`src/rtl/bram_burst_reader_pkg.sv`:
```
// Shared types and constants for the BRAM burst reader.
//   state_e     : burst FSM states (IDLE, READ, DRAIN)
//   BufferDepth : words the skid FIFO can hold
//   MaxInflight : RAM reads that can be outstanding (one-cycle registered read)
package bram_burst_reader_pkg;

    typedef enum logic [1:0] {
        IDLE  = 2'd0,
        READ  = 2'd1,
        DRAIN = 2'd2
    } state_e;

    localparam int BufferDepth = 2;
    localparam int MaxInflight = 1;

endpackage

```
`src/rtl/bram_read_skid_fifo.sv`:
```
// Two-entry FIFO that catches words returning from the RAM so a stalled
// consumer never loses data.
// Ports:
//   i_clk, i_rst_n  : clock, synchronous active-low reset (empties the FIFO)
//   i_push          : write i_push_data this cycle
//   i_push_data     : word to store ({last, data} in the burst reader)
//   i_pop           : remove the head word (ignored when empty)
//   o_head          : current head word
//   o_count         : number of stored words, 0..2
module bram_read_skid_fifo
    import bram_burst_reader_pkg::*;
#(
    parameter int WIDTH = 33
) (
    input  logic             i_clk,
    input  logic             i_rst_n,
    input  logic             i_push,
    input  logic [WIDTH-1:0] i_push_data,
    input  logic             i_pop,
    output logic [WIDTH-1:0] o_head,
    output logic [1:0]       o_count
);

    // r_entry0 is always the head; entries shift forward on a pop.
    logic [WIDTH-1:0] r_entry0;
    logic [WIDTH-1:0] r_entry1;
    logic [1:0]       r_count;
    logic             w_pop;

    assign w_pop   = i_pop && (r_count != 2'd0);
    assign o_head  = r_entry0;
    assign o_count = r_count;

    always_ff @(posedge i_clk) begin
        if (!i_rst_n) begin
            r_entry0 <= '0;
            r_entry1 <= '0;
            r_count  <= 2'd0;
        end else begin
            case ({i_push, w_pop})
                2'b10: begin
                    if (r_count == 2'd0) r_entry0 <= i_push_data;
                    else                 r_entry1 <= i_push_data;
                    r_count <= r_count + 2'd1;
                end
                2'b01: begin
                    r_entry0 <= r_entry1;
                    r_count  <= r_count - 2'd1;
                end
                2'b11: begin
                    // Count is unchanged; the new word lands behind whatever remains.
                    if (r_count == 2'd1) begin
                        r_entry0 <= i_push_data;
                    end else begin
                        r_entry0 <= r_entry1;
                        r_entry1 <= i_push_data;
                    end
                end
                default: ;
            endcase
        end
    end

    // A push into a full FIFO without a simultaneous pop would drop a word.
    a_no_overflow: assert property (@(posedge i_clk) disable iff (!i_rst_n)
        !(i_push && !w_pop && (r_count == 2'(BufferDepth))));

endmodule

```
`src/rtl/bram_burst_reader.sv`:
```
// Streaming burst read engine for sdp_block_ram. Accepts {address, length}
// commands, walks the RAM read port one address per cycle, absorbs the
// one-cycle registered-read latency and emits the words as a stream.
// Ports:
//   i_clk, i_rst_n                     : clock, synchronous active-low reset
//   i_cmd_valid / o_cmd_ready          : command handshake (ready only in IDLE)
//   i_cmd_address, i_cmd_length        : first address, word count (0 = no-op)
//   o_ram_read_address, i_ram_read_data: RAM read port (data one cycle late)
//   o_data_valid / i_data_ready        : output stream handshake
//   o_data, o_data_last                : stream word and end-of-burst marker
//   o_busy                             : a burst is in progress
//
// Handshakes: a transfer happens in any cycle where valid and ready are both
// high. A producer holding valid keeps its payload stable until the transfer;
// ready may change freely and never depends combinationally on valid.
module bram_burst_reader
    import bram_burst_reader_pkg::*;
#(
    parameter int ADDR_WIDTH = 5,
    parameter int DATA_WIDTH = 32,
    parameter int LEN_WIDTH  = ADDR_WIDTH + 1
) (
    input  logic                  i_clk,
    input  logic                  i_rst_n,
    input  logic                  i_cmd_valid,
    output logic                  o_cmd_ready,
    input  logic [ADDR_WIDTH-1:0] i_cmd_address,
    input  logic [LEN_WIDTH-1:0]  i_cmd_length,
    output logic [ADDR_WIDTH-1:0] o_ram_read_address,
    input  logic [DATA_WIDTH-1:0] i_ram_read_data,
    output logic                  o_data_valid,
    input  logic                  i_data_ready,
    output logic [DATA_WIDTH-1:0] o_data,
    output logic                  o_data_last,
    output logic                  o_busy
);

    state_e                r_state;
    state_e                w_state_next;
    logic [ADDR_WIDTH-1:0] r_addr;
    logic [LEN_WIDTH-1:0]  r_remaining;
    logic                  r_inflight;       // a read was issued last cycle
    logic                  r_inflight_last;  // ...and it was the final one
    logic                  w_issue;
    logic                  w_issue_last;
    logic                  w_pop;
    logic                  w_cmd_fire;
    logic [1:0]            w_fifo_count;
    logic [2:0]            w_occupancy;
    logic [DATA_WIDTH:0]   w_head;

    assign o_ram_read_address = r_addr;
    assign w_pop              = o_data_valid & i_data_ready;
    assign w_cmd_fire         = i_cmd_valid & o_cmd_ready;
    assign w_issue_last       = w_issue & (r_remaining == LEN_WIDTH'(1));

    // Words that will occupy the FIFO once this cycle's pop is taken out.
    // Counting the pop lets a stall release refill in the same cycle.
    assign w_occupancy = {1'b0, w_fifo_count} + {2'b00, r_inflight} - {2'b00, w_pop};

    always_comb begin
        w_state_next = r_state;
        o_cmd_ready  = 1'b0;
        o_busy       = 1'b1;
        w_issue      = 1'b0;
        case (r_state)
            IDLE: begin
                o_cmd_ready = 1'b1;
                o_busy      = 1'b0;
                if (i_cmd_valid && (i_cmd_length != '0)) w_state_next = READ;
            end
            READ: begin
                w_issue = (w_occupancy < 3'(BufferDepth));
                if (w_issue && (r_remaining == LEN_WIDTH'(1))) w_state_next = DRAIN;
            end
            DRAIN: begin
                // Leave as soon as the final word is being popped, so the
                // command port reopens the cycle after last.
                if (!r_inflight && ((w_fifo_count == 2'd0) ||
                                    ((w_fifo_count == 2'd1) && w_pop)))
                    w_state_next = IDLE;
            end
            default: w_state_next = IDLE;
        endcase
    end

    always_ff @(posedge i_clk) begin
        if (!i_rst_n) begin
            r_state         <= IDLE;
            r_addr          <= '0;
            r_remaining     <= '0;
            r_inflight      <= 1'b0;
            r_inflight_last <= 1'b0;
        end else begin
            r_state         <= w_state_next;
            r_inflight      <= w_issue;
            r_inflight_last <= w_issue_last;
            if (w_cmd_fire) begin
                r_addr      <= i_cmd_address;
                r_remaining <= i_cmd_length;
            end else if (w_issue) begin
                r_addr      <= r_addr + ADDR_WIDTH'(1);
                r_remaining <= r_remaining - LEN_WIDTH'(1);
            end
        end
    end

    // RAM data is captured exactly one cycle after its read was issued.
    bram_read_skid_fifo #(
        .WIDTH (DATA_WIDTH + 1)
    ) u_skid_fifo (
        .i_clk       (i_clk),
        .i_rst_n     (i_rst_n),
        .i_push      (r_inflight),
        .i_push_data ({r_inflight_last, i_ram_read_data}),
        .i_pop       (w_pop),
        .o_head      (w_head),
        .o_count     (w_fifo_count)
    );

    assign o_data_valid = (w_fifo_count != 2'd0);
    assign o_data       = w_head[DATA_WIDTH-1:0];
    // The head entry keeps a stale last flag after draining; mask it.
    assign o_data_last  = o_data_valid & w_head[DATA_WIDTH];

endmodule

```
`config.mk`:
```
export PLATFORM = sky130hd
export DESIGN_NAME = bram_burst_reader
export DESIGN_NICKNAME = d
export VERILOG_FILES = /design/src/rtl/bram_burst_reader_pkg.sv /design/src/rtl/bram_read_skid_fifo.sv /design/src/rtl/bram_burst_reader.sv
export SDC_FILE = /design/constraint.sdc
export NUM_CORES = 1
export LEC_CHECK = 0
export ABC_AREA = 1
export BUFFER_PORTS_ARGS = -buffer_cell sky130_fd_sc_hd__clkbuf_2
export CAP_MARGIN = 30
export CORE_ASPECT_RATIO = 1.5
export CORE_MARGIN = 5
export CORE_UTILIZATION = 50
export CTS_CLUSTER_DIAMETER = 30
export CTS_CLUSTER_SIZE = 24
export DETAILED_ROUTE_END_ITERATION = 16
export GPL_TIMING_DRIVEN = 1
export PLACE_DENSITY_LB_ADDON = 0.08
export SLEW_MARGIN = 0
export SYNTH_ARGS = -nofsm -noshare
export SYNTH_HDL_FRONTEND = slang
export SYNTH_SLANG_ARGS = --single-unit
```
`constraint.sdc`:
```
create_clock -name i_clk -period 3.1 [get_ports i_clk]
set_input_delay 0.775 -clock i_clk [delete_from_list [all_inputs] [get_ports i_clk]]
set_output_delay 0.775 -clock i_clk [all_outputs]
set_load 0.05 [all_outputs]
```
---- Yosys cells after proc, flatten, opt, wreduce, memory -nomap -nowiden ----
Index checks and enable logic that the tools add are counted.
operators by class
  add/sub/neg operators ................... 6
  order comparisons ....................... 1
  equality and inequality tests ........... 13
  multiplexer cells ....................... 18
  bitwise logic cells ..................... 4
  reduce and logical (&&, ||, !) cells .... 18
operators by type and width
  kind                                                 number
  two-way mux 33 bit                                   4
  case mux 33 bit (3 select lines)                     1
  case mux 33 bit (2 select lines)                     1
  two-way mux 6 bit                                    2
  != test 2 bit, second input constant                 6
  two-way mux 5 bit                                    2
  nonzero test 2 bit                                   4
  equality test 2 x 1 -> 1 bit, second input constant  3
  equality test 2 bit, second input constant           3
  equality test 6 x 1 -> 1 bit, second input constant  1
  two-way mux 2 bit                                    3
  case mux 2 bit (3 select lines)                      1
  AND reduction 3 bit                                  2
  nonzero test 6 bit                                   1
  subtractor 6 x 1 -> 6 bit, second input constant     1
  adder 5 x 1 -> 5 bit, second input constant          1
  logical AND 1 bit                                    5
  AND 1 bit                                            4
  logical NOT 2 bit                                    2
  case mux 2 bit (2 select lines)                      1
  adder 2 x 1 -> 3 bit                                 1
  < comparator 3 x 2 -> 1 bit, second input constant   1
  two-way mux 1 bit                                    3
  nonzero test 3 bit                                   1
  6 further kinds                                      6
storage, ports and cells
  bits in registers ....................... 83
  output and inout bits ................... 41
  logic and storage cells ................. 68

---- Depth between registers and ports, before layout ----
Gate-level depths: netlist (run 1).
  depth after elaboration ................. 7
  mapped depth ............................ 17
  gate-level depth less buffers ........... 17

---- Hierarchy ----
Synthesis (run 1) repeated with hierarchy kept, for this count alone.
second synthesis, totals
  cells, all modules ...................... 650
  area, all modules ....................... 4484.3 um^2
modules (own cells, without submodules)
  module               instances  cells each  area an instance (um^2)  sequential area each (um^2)
  bram_read_skid_fifo  1          504         3524.6                   1361.3
  bram_burst_reader    1          146         959.7                    300.3

---- Worst setup path before layout (run 1) ----
Ideal clock, no wire load.
  kind .................................... register -> register
  from .................................... register u_skid_fifo.r_count[1] (netlist: u_skid_fifo.o_count[1])
  to ...................................... register r_remaining[5]
  setup time .............................. 0.117 ns
  arrival time ............................ 2.562 ns
  path slack .............................. 0.421 ns
  stages on the path, launching flop included .. 18
  path buffers ............................ 1
  period minus slack after synthesis ...... 2.679 ns
  cells stage by stage .................... dfxtp_1 -> inv_1 -> ha_1 -> inv_2 -> nand2_2 -> inv_1 -> ha_1 -> or2_2 -> fa_1 -> inv_1 -> nand2_1 -> nand2_1 -> nand3_1 -> buf_2 -> nand3_1 -> nand2_1 -> nor2_1 -> nor2_1
between the ends
  cells in the longest elaborated chain, start to end .. 6
  elaborated cells between the ends (all ways) .. 7
  those cells by class .................... add/sub (2); order compare (1); mux (1); bitwise (1); reduce/logical (2)
RTL lines
  item                                 RTL line                   RTL
  start: declaration                   bram_read_skid_fifo.sv:27  logic [1:0] r_count;
  start signal: assignment             bram_read_skid_fifo.sv:44  r_count <= r_count + 2'd1;
  start signal: assignment             bram_read_skid_fifo.sv:48  r_count <= r_count - 2'd1;
  nonzero test 2 bit                   bram_burst_reader.sv:121   assign o_data_valid = (w_fifo_count != 2'd0);
  named net o_data_valid               bram_burst_reader.sv:31    output logic o_data_valid,
  AND 1 bit                            bram_burst_reader.sv:53    assign w_pop = o_data_valid & i_data_ready;
  subtractor 3 x 1 -> 3 bit            bram_burst_reader.sv:59    assign w_occupancy = {1'b0, w_fifo_count} + {2'b00, r_inflight} - {2'b00, w_pop};
  < comparator 3 x 2 -> 1 bit          bram_burst_reader.sv:73    w_issue = (w_occupancy < 3'(BufferDepth));
  two-way mux 1 bit                    bram_burst_reader.sv:66    case (r_state)
  nonzero test 2 bit (no source line)  -
  end signal: assignment               bram_burst_reader.sv:100   r_remaining <= i_cmd_length;
  end signal: assignment               bram_burst_reader.sv:103   r_remaining <= r_remaining - LEN_WIDTH'(1);
  end: declaration                     bram_burst_reader.sv:41    logic [LEN_WIDTH-1:0] r_remaining;
The timed path passes the listed nets, and every way through them passes these cells.
A chain may end at the register's enable or synchronous reset.

---- Worst setup path in the final report (run 1) ----
  from .................................... register u_skid_fifo.r_count[1] (netlist: u_skid_fifo.o_count[1])
  to ...................................... register r_addr[1] (netlist: o_ram_read_address[1])
between the ends
  cells in the longest elaborated chain, start to end .. 6
  elaborated cells between the ends (all ways) .. 7
  those cells by class .................... add/sub (2); order compare (1); mux (1); bitwise (1); reduce/logical (2)
RTL lines
  item                                                                          RTL line                  RTL
  parallel branches: the longest is 2 deep, another holds adder 2 x 1 -> 3 bit  -
  subtractor 3 x 1 -> 3 bit (*)                                                 bram_burst_reader.sv:59
  < comparator 3 x 2 -> 1 bit (*)                                               bram_burst_reader.sv:73
  two-way mux 1 bit (*)                                                         bram_burst_reader.sv:66
  nonzero test 2 bit (no source line) (*)                                       -
  end signal: assignment                                                        bram_burst_reader.sv:99   r_addr <= i_cmd_address;
  end signal: assignment                                                        bram_burst_reader.sv:102  r_addr <= r_addr + ADDR_WIDTH'(1);
  end: declaration                                                              bram_burst_reader.sv:40   logic [ADDR_WIDTH-1:0] r_addr;
Every way passes the cells marked *.

==> results_tabular.tex, run 1 <==
\begin{tabular}{lr}
\hline
Metric & Value \\
\hline
\multicolumn{2}{l}{\textbf{STA}} \\
\quad Relative slew slack & 56.77\% \\
\quad Worst hold margin & 0.4434 ns \\
\quad Final setup TNS & 0 ns \\
\quad Final number of max-transition violations & 0 \\
\quad \# setup viols final & 0 \\
\quad Max Clk Rate & 360.8 MHz \\
\quad Share of the clock period used by the worst path after layout & 89.42\% \\
\quad Final WS setup & 0.3281 ns \\
\quad Transition time at the pin with the least slew margin & 0.6469 ns \\
\quad Post-layout min period & 2.772 ns \\
\quad Hold Violations, Final & 0 \\
\quad Post-Route Skew & 0.004454 ns \\
\quad Setup repair after global routing missed its margin & no \\
\multicolumn{2}{l}{\textbf{Floorplan}} \\
\quad I/O pin count & 88 \\
\quad Die span in y & 121.4 um \\
\quad Initial cell density of the core & 51.38\% \\
\quad Die X & 84.30 um \\
\quad Core region area & 8058 um2 \\
\quad Number of rows created at floorplan & 40 \\
\quad Die area & 10,240 um2 \\
\multicolumn{2}{l}{\textbf{Worst setup path}} \\
\quad Number of buffers and inverters on the critical path & 5 \\
\quad Kind of capture point of the worst setup path & flop \\
\quad Cell seen most often among critical-path stages & inv\_1 \\
\quad Arrival time at the worst endpoint & 2.99 ns \\
\quad Worst reg2reg setup slack & 0.33 ns \\
\quad Startpoint Class & flop \\
\quad Slowest-stage cell, CP & fa\_1 \\
\quad Endpoint required time on the critical path & 3.32 ns \\
\quad Classification of the worst setup path & reg2reg \\
\quad Highest net fanout along the worst path & 11 \\
\quad Startpoint of the worst-slack reg-to-reg timing path & u\_skid\_fifo.o\_count[1] \\
\quad Cell type group with the largest total delay on the critical path & simple AND/OR/NAND/NOR gates \\
\quad Cell Chain, Critical Path & inv\_1, ha\_1, inv\_2, nand2\_2, inv\_1, ha\_1, or2\_2, fa\_1, inv\_1, nand2\_1, nand2\_1, nand3\_1, nand2\_1, inv\_1, nor2\_1, nor2\_1 \\
\quad Worst reg2reg path endpoint & o\_ram\_read\_address[1] \\
\quad Worst Reg-to-Reg Cells & 16 \\
\quad Highest cell delay on the worst timing path & 0.38 ns \\
\multicolumn{2}{l}{\textbf{Yosys}} \\
\quad Cells after synthesis & 564 \\
\quad XOR/XNOR Fraction of Synth Area & 0.8462\% \\
\quad Post-synth top cells & inv\_1, o21ai\_0, dfxtp\_1 \\
\quad Async SR Flop Fraction & 0\% \\
\quad Sequential cell area fraction in the yosys report & 40.13\% \\
\quad Simple-gate area share of the yosys netlist & 13.30\% \\
\quad Synth Area in Adders & 3.203\% \\
\quad Dominant combinational cell family by area after synthesis & compound AO/OA/AOI/OAI gates \\
\quad Number of warnings printed during yosys synthesis & 0 \\
\quad Cells taking the most area after synthesis & dfxtp\_1, o21ai\_0, inv\_1, o21bai\_1, buf\_4 \\
\quad Area of the mapped netlist & 4140 um2 \\
\quad Synth Flop Type & dfxtp\_1 \\
\quad Synthesized-area fraction occupied by ao, oa, aoi and oai cells & 24.69\% \\
\quad Multiplexer share of the synthesized area & 0\% \\
\quad Post-synthesis cell type count & 25 \\
\quad Mean instance size in the synthesized netlist & 7.341 um2 \\
\quad EDFF count, synth & 0 \\
\quad Number of synthesized register bits & 83 \\
\quad Leading cell type by number of instances after synthesis & inv\_1 \\
\quad Net count after synthesis & 621 \\
\quad Share of the synthesized area in the top cell type & 40.13\% \\
\quad Cell type contributing the most total cell area after synthesis & dfxtp\_1 \\
\multicolumn{2}{l}{\textbf{Final layout}} \\
\quad Synthesis-to-layout area growth & 14.14\% \\
\quad Cell area after layout & 4726 um2 \\
\quad Non-filler cells, final & 717 \\
\quad Final \#Nets & 664 \\
\quad Number of antenna diodes & 0 \\
\quad Final core occ & 58.65\% \\
\quad Share of layout cells above drive strength 1 & 19.44\% \\
\multicolumn{2}{l}{\textbf{Clocking}} \\
\quad Clock H-tree levels & 3 \\
\quad Hold Buf Count CTS & 0 \\
\quad Number of buffers between clock root and the deepest sink & 2 \\
\quad Clock transition at the registers of the reported paths & 0.06 ns \\
\quad Number of buffers created by CTS & 9 \\
\quad Cells resized by post-CTS repair & 0 \\
\quad Root buffer selected by CTS & clkbuf\_16 \\
\quad Setup Fix Bufs, Post-CTS & 0 \\
\quad Num Clock Sinks & 83 \\
\quad Clock latency of the later-clocked register in the worst-skew pair & 0.33 ns \\
\quad TritonCTS clock tree & built \\
\multicolumn{2}{l}{\textbf{Pwr}} \\
\quad Total internal power & 2.654 mW \\
\quad Sw Ratio & 44.14\% \\
\quad Static leakage & 2.340 nW \\
\quad Switch Pwr & 2.098 mW \\
\quad Clk pwr share & 21.5\% \\
\quad Sequential share of power & 32.4\% \\
\quad Power per Cell Area & 1006 nW/um2 \\
\quad VDD IR-drop max & 551.3 uV \\
\quad Combinational share of power & 46.1\% \\
\quad Overall power & 4.752 mW \\
\multicolumn{2}{l}{\textbf{Drt}} \\
\quad DRC marker count from the first detailed-route iteration & 139 \\
\quad Detailed Route WL & 9.431 mm \\
\quad Count of antenna-violating nets left after detailed routing & 0 \\
\quad DRT Pass-1 Iters & 4 \\
\quad Vias per cell & 4.992 \\
\quad Routed wire length per instance & 13.15 um \\
\quad Via Count & 3,579 \\
\quad Detailed-route DRC error count & 0 \\
\multicolumn{2}{l}{\textbf{GRT}} \\
\quad Global route total overflow & 0 \\
\quad Maximum number of pins on one net before global-route repair & 50 \\
\quad Initial antenna violation count & 0 \\
\quad Number of global-route vias before repair & 3,457 \\
\quad Wire length of the first global-routing pass & 15.88 mm \\
\quad Global router's overall resource usage & 18.94\% \\
\multicolumn{2}{l}{\textbf{Placement}} \\
\quad Placed cell area & 4433 um2 \\
\quad Placed insts & 701 \\
\quad Final weighted congestion in routability-driven placement & 0.7585 \\
\quad PortBufs & 87 \\
\quad DP HPWL & 6.365 mm \\
\quad Setup slack at placement & 0.1512 ns \\
\multicolumn{2}{l}{\textbf{Worst hold path}} \\
\quad Kind of path behind the tightest hold check & reg2reg \\
\quad Destination of the worst hold path & u\_skid\_fifo.r\_entry1[1] \\
\quad Hold Crit Depth & 2 \\
\quad Hold path startpoint & u\_skid\_fifo.r\_entry1[1] \\
\multicolumn{2}{l}{\textbf{Job}} \\
\quad Max Cap Violations & 0 \\
\multicolumn{2}{l}{\textbf{Status}} \\
\quad Status & finished clean \\
\hline
\end{tabular}
==> cell usage in the layout, fill, tap and decap left out, types with 2 or more instances in the layout <==
| cell | count |
|---|---|
| o21bai_1 | 34 |
| dfxtp_1 | 83 |
| ha_1 | 9 |
| o21ai_0 | 87 |
| clkbuf_2 | 87 |
| nor2_1 | 34 |
| clkbuf_16 | 9 |
| inv_2 | 2 |
| nand3_1 | 44 |
| a21oi_1 | 38 |
| o21ai_1 | 25 |
| buf_4 | 7 |
| nand3b_1 | 2 |
| buf_12 | 2 |
| nand2_2 | 3 |
| nor3_1 | 5 |
| clkbuf_8 | 4 |
| xor2_1 | 2 |
| clkbuf_1 | 2 |
| inv_1 | 89 |
| nand2_1 | 34 |
| or2_2 | 2 |
| xnor2_1 | 2 |
==> cells by family after synthesis <==
family | Yosys count
AO/OA/AOI/OAI | 186
XOR/XNOR | 4
adder cells (fa/ha/maj) | 10
buffers and inverters | 156
flip-flops | 83
AND/OR/NAND/NOR | 125
==> sequential cells by signal, indices dropped and copies added, names as in the netlist <==
name                  cells
u_skid_fifo.o_head       33
u_skid_fifo.r_entry1     33
r_remaining               6
o_ram_read_address        5
r_state                   2
u_skid_fifo.o_count       2
r_inflight                1
r_inflight_last           1
==> how the worst max path moves through the flow <==
stage	startpoint	end	slack [ns]	cells past startpoint
2_1_floorplan	u_skid_fifo.o_count[1]	r_remaining[5]	0.42	17
3_3_place_gp	i_data_ready	o_ram_read_address[4]	0.21	14
3_5_place_dp	i_data_ready	o_ram_read_address[4]	0.15	14
4_1_cts	u_skid_fifo.o_count[1]	o_ram_read_address[4]	0.32	16
5_1_grt	u_skid_fifo.o_count[1]	r_remaining[1]	0.01	16
6_report	u_skid_fifo.o_count[1]	o_ram_read_address[1]	0.33	16
==> power groups by stage <==
| stage | sequential [mW] | combinational [mW] | clock (mW) |
|---|---|---|---|
| 2_1_floorplan | 1.58 | 1.86 | 0 |
| 3_3_place_gp | 1.55 | 2.14 | 0 |
| 3_5_place_dp | 1.56 | 2.20 | 0 |
| 4_1_cts | 1.54 | 2.22 | 1.06 |
| 5_1_grt | 1.58 | 2.42 | 1.10 |
| 6_report | 1.54 | 2.19 | 1.02 |
==> metal layers <==
layer	wire length (um)	share of wire [%]	global-route usage, %	vias to the layer above
met4	70	0.74	6.237	0
li1	-	-	-	1890
met2	4651	49	32.81	67
met1	4282	45	22.71	1616
met3	426	4.5	4.755	6
met5	0	0	0	-
==> tightest hold or removal path, stage by stage, from the launching register on <==
cell	delay, ns
dfxtp_1	0.29
inv_1	0.05
a21oi_1	0.05
==> area by class of cell <==
class | instances | area, um2
flip-flops and latches | 83 | 1662
clock inverters | 1 | 5.005
multi-input cells | 325 | 1743
clock buffers | 15 | 287.8
well taps | 105 | 131.4
fillers | 783 | 3332
repair buffers | 97 | 555.5
inverters | 91 | 341.6
Power figures use the tool's default switching activity.
==> run 2: changes to the inputs <==
REMOVE_ABC_BUFFERS = 1   (was not set)
==> run 2 against run 1 <==
  * Critical path depth stayed put
  * Cell count is 0.42% lower
  * Worst hold slack better by 0.0013 ns
  * Count of clock-buffer cells in the layout is 2 lower
  * Total power is 1.5% higher
  * Highest routed layer unchanged
  * Non-clock buffer count is 2 lower
  * First-iteration DRC count is 50% higher
  * Sequential share of layout area is 0.13 points higher
  * Via count is 2.5% higher
  * Sequential power hardly changed
  * Clock skew hardly changed
==> results_tabular.tex, run 2 (synthesis results as in run 1) <==
\begin{tabular}{lr}
\hline
Metric & Value \\
\hline
\multicolumn{2}{l}{\textbf{STA}} \\
\quad Final setup TNS & 0 ns (unchanged) \\
\quad Post-Route Skew & 0.004070 ns (-0.0003834 ns) \\
\quad Post-layout min period & 2.823 ns (+0.05097 ns) \\
\quad Setup repair after global routing missed its margin & no \\
\quad Hold Violations, Final & 0 (unchanged) \\
\quad Final number of max-transition violations & 0 (unchanged) \\
\quad Max Clk Rate & 354.2 MHz (-1.8\%) \\
\quad \# setup viols final & 0 (unchanged) \\
\quad Transition time at the pin with the least slew margin & 0.7540 ns (+0.1072 ns) \\
\quad Relative slew slack & 49.73\% (-7.0 points) \\
\quad Worst hold margin & 0.4447 ns (+0.001311 ns) \\
\quad Share of the clock period used by the worst path after layout & 91.06\% (+1.6 points) \\
\multicolumn{2}{l}{\textbf{Final layout}} \\
\quad Share of layout cells above drive strength 1 & 18.88\% (-0.56 points) \\
\quad Area of the multi-input gates & 1743 um2 (unchanged) \\
\quad Most frequent standard cell in the layout excluding fill and tap cells & inv\_1 \\
\quad Final \#Nets & 662 (-0.30\%) \\
\quad Synthesis-to-layout area growth & 13.72\% \\
\quad Number of antenna diodes & 0 (unchanged) \\
\quad Commonest cells after routing, fill and taps aside & inv\_1, o21ai\_0, clkbuf\_2 \\
\quad Fill cell count & 789 (+0.77\%) \\
\quad Sequential cell area & 1662 um2 (unchanged) \\
\multicolumn{2}{l}{\textbf{Pwr}} \\
\quad VDD IR-drop max & 620.2 uV (+12\%) \\
\quad Static leakage & 2.327 nW (-0.58\%) \\
\quad Power per Cell Area & 1025 nW/um2 (+1.9\%) \\
\multicolumn{2}{l}{\textbf{Floorplan}} \\
\quad I/O pin count & 88 (unchanged) \\
\quad Die area & 10,240 um2 (unchanged) \\
\quad Die span in y & 121.4 um (unchanged) \\
\quad Core region area & 8058 um2 (unchanged) \\
\quad Initial cell density of the core & 51.38\% (unchanged) \\
\quad Number of rows created at floorplan & 40 (unchanged) \\
\quad Die X & 84.30 um (unchanged) \\
\multicolumn{2}{l}{\textbf{Worst setup path}} \\
\quad Kind of capture point of the worst setup path & flop \\
\quad Highest net fanout along the worst path & 11 (unchanged) \\
\quad Worst reg2reg setup slack & 0.28 ns (-0.05 ns) \\
\quad Arrival time at the worst endpoint & 3.05 ns (+0.06 ns) \\
\quad Startpoint Class & flop \\
\quad Classification of the worst setup path & reg2reg \\
\quad Endpoint required time on the critical path & 3.32 ns (about the same) \\
\multicolumn{2}{l}{\textbf{Drt}} \\
\quad DRT Pass-1 Iters & 4 (unchanged) \\
\quad Vias per cell & 5.140 (+3.0\%) \\
\quad Routed wire length per instance & 13.61 um (+3.5\%) \\
\quad Detailed Route WL & 9.717 mm (+3.0\%) \\
\quad Via Count & 3,670 (+2.5\%) \\
\quad Detailed-route DRC error count & 0 (unchanged) \\
\quad Count of antenna-violating nets left after detailed routing & 0 (unchanged) \\
\quad DRC marker count from the first detailed-route iteration & 208 (+50\%) \\
\multicolumn{2}{l}{\textbf{Clocking}} \\
\quad Num Clock Sinks & 83 (unchanged) \\
\quad Clock latency of the later-clocked register in the worst-skew pair & 0.33 ns (about the same) \\
\quad Number of buffers between clock root and the deepest sink & 2 (unchanged) \\
\quad Root buffer selected by CTS & clkbuf\_16 \\
\quad Clock H-tree levels & 3 (unchanged) \\
\quad Hold Buf Count CTS & 0 (unchanged) \\
\quad TritonCTS clock tree & built \\
\quad Setup Fix Bufs, Post-CTS & 0 (unchanged) \\
\quad Cells resized by post-CTS repair & 0 (unchanged) \\
\quad Clock transition at the registers of the reported paths & 0.06 ns (about the same) \\
\quad Number of buffers created by CTS & 9 (unchanged) \\
\multicolumn{2}{l}{\textbf{Status}} \\
\quad Status & finished clean \\
\multicolumn{2}{l}{\textbf{Worst hold path}} \\
\quad Kind of path behind the tightest hold check & reg2reg \\
\multicolumn{2}{l}{\textbf{Placement}} \\
\quad Final weighted congestion in routability-driven placement & 0.7898 (+4.1\%) \\
\quad DP HPWL & 6.213 mm (-2.4\%) \\
\quad PortBufs & 87 (unchanged) \\
\multicolumn{2}{l}{\textbf{GRT}} \\
\quad Global route total overflow & 0 (unchanged) \\
\quad Met3 track demand over resource & 5.095\% (+0.34 points) \\
\quad Number of global-route vias before repair & 3,640 (+5.3\%) \\
\quad Most used routing layer & met2 \\
\quad Met2 capacity usage during global routing & 35.18\% (+2.4 points) \\
\quad Initial antenna violation count & 0 (unchanged) \\
\quad Maximum number of pins on one net before global-route repair & 67 (+34\%) \\
\quad Global router's overall resource usage & 19.80\% (+0.87 points) \\
\quad Wire length of the first global-routing pass & 16.51 mm (+4.0\%) \\
\quad Met1 track demand over resource & 22.62\% (-0.095 points) \\
\multicolumn{2}{l}{\textbf{Job}} \\
\quad Max Cap Violations & 0 (unchanged) \\
\hline
\end{tabular}
[run 2: cell types whose count changed in the layout (fill, tap and decap cells not counted)]
| cell | change |
|---|---|
| clkbuf_1 | +1 |
| bufinv_16 | +2 |
| clkbuf_8 | -3 |
| clkinv_2 | -1 |
| buf_4 | -1 |
| buf_16 | -1 |
[run 2: path summary, 6_finish.rpt]
path                       startpoint                       end  cells after the start
max            u_skid_fifo.o_count[1]     o_ram_read_address[4]                     16
min          u_skid_fifo.r_entry1[22]  u_skid_fifo.r_entry1[22]                      2
max reg2reg    u_skid_fifo.o_count[1]     o_ram_read_address[4]                     16
min reg2reg  u_skid_fifo.r_entry1[22]  u_skid_fifo.r_entry1[22]                      2
[run 2: layer usage]
layer	share of wire, %	routed length, um
met4	1.4	135
met3	4.4	424
met1	43	4170
met2	51	4987
met5	0	0
[run 2: layout make-up]
type                            instances  area share [%]
Inverter                               91           7.255
Multi-Input combinational cell        325           37.02
Tap cell                              105           2.790
Clock inverter                          2           1.276
Clock buffer                           13           5.315
Sequential cell                        83           35.29
Timing Repair Buffer                   95           11.05
[run 2: stage by stage]
step	total power [mW]	cells	utilization [%]	instance area [um2]	setup WS [ns]
floorplan	3.129	499	-	3744	0.06331
global placement	3.683	699	54.58	4398	0.2035
detailed placement	3.727	699	54.58	4398	0.1433
CTS	4.871	714	58.43	4708	0.2799
global route	5.159	714	58.43	4708	0.04856
finish	4.825	714	58.43	4708	0.2771
[run 2: worst max-delay path, stage by stage, from the launching register on]
cell	delay (ns)
dfxtp_1	0.34
inv_1	0.13
ha_1	0.23
inv_2	0.06
nand2_2	0.08
inv_1	0.05
ha_1	0.25
or2_2	0.31
fa_1	0.40
inv_1	0.07
nand2_1	0.05
nand2_1	0.08
nand3_1	0.10
nand2_1	0.28
inv_1	0.12
nor2_1	0.12
nor2_1	0.05
[run 2: power breakdown]
part	switching, mW	leakage [nW]	total, mW	internal [mW]
Combinational	1.55	1.50	2.15	0.600
Clock	0.404	0.150	1.13	0.724
Sequential	0.163	0.680	1.55	1.39
Total	2.12	2.33	4.83	2.71
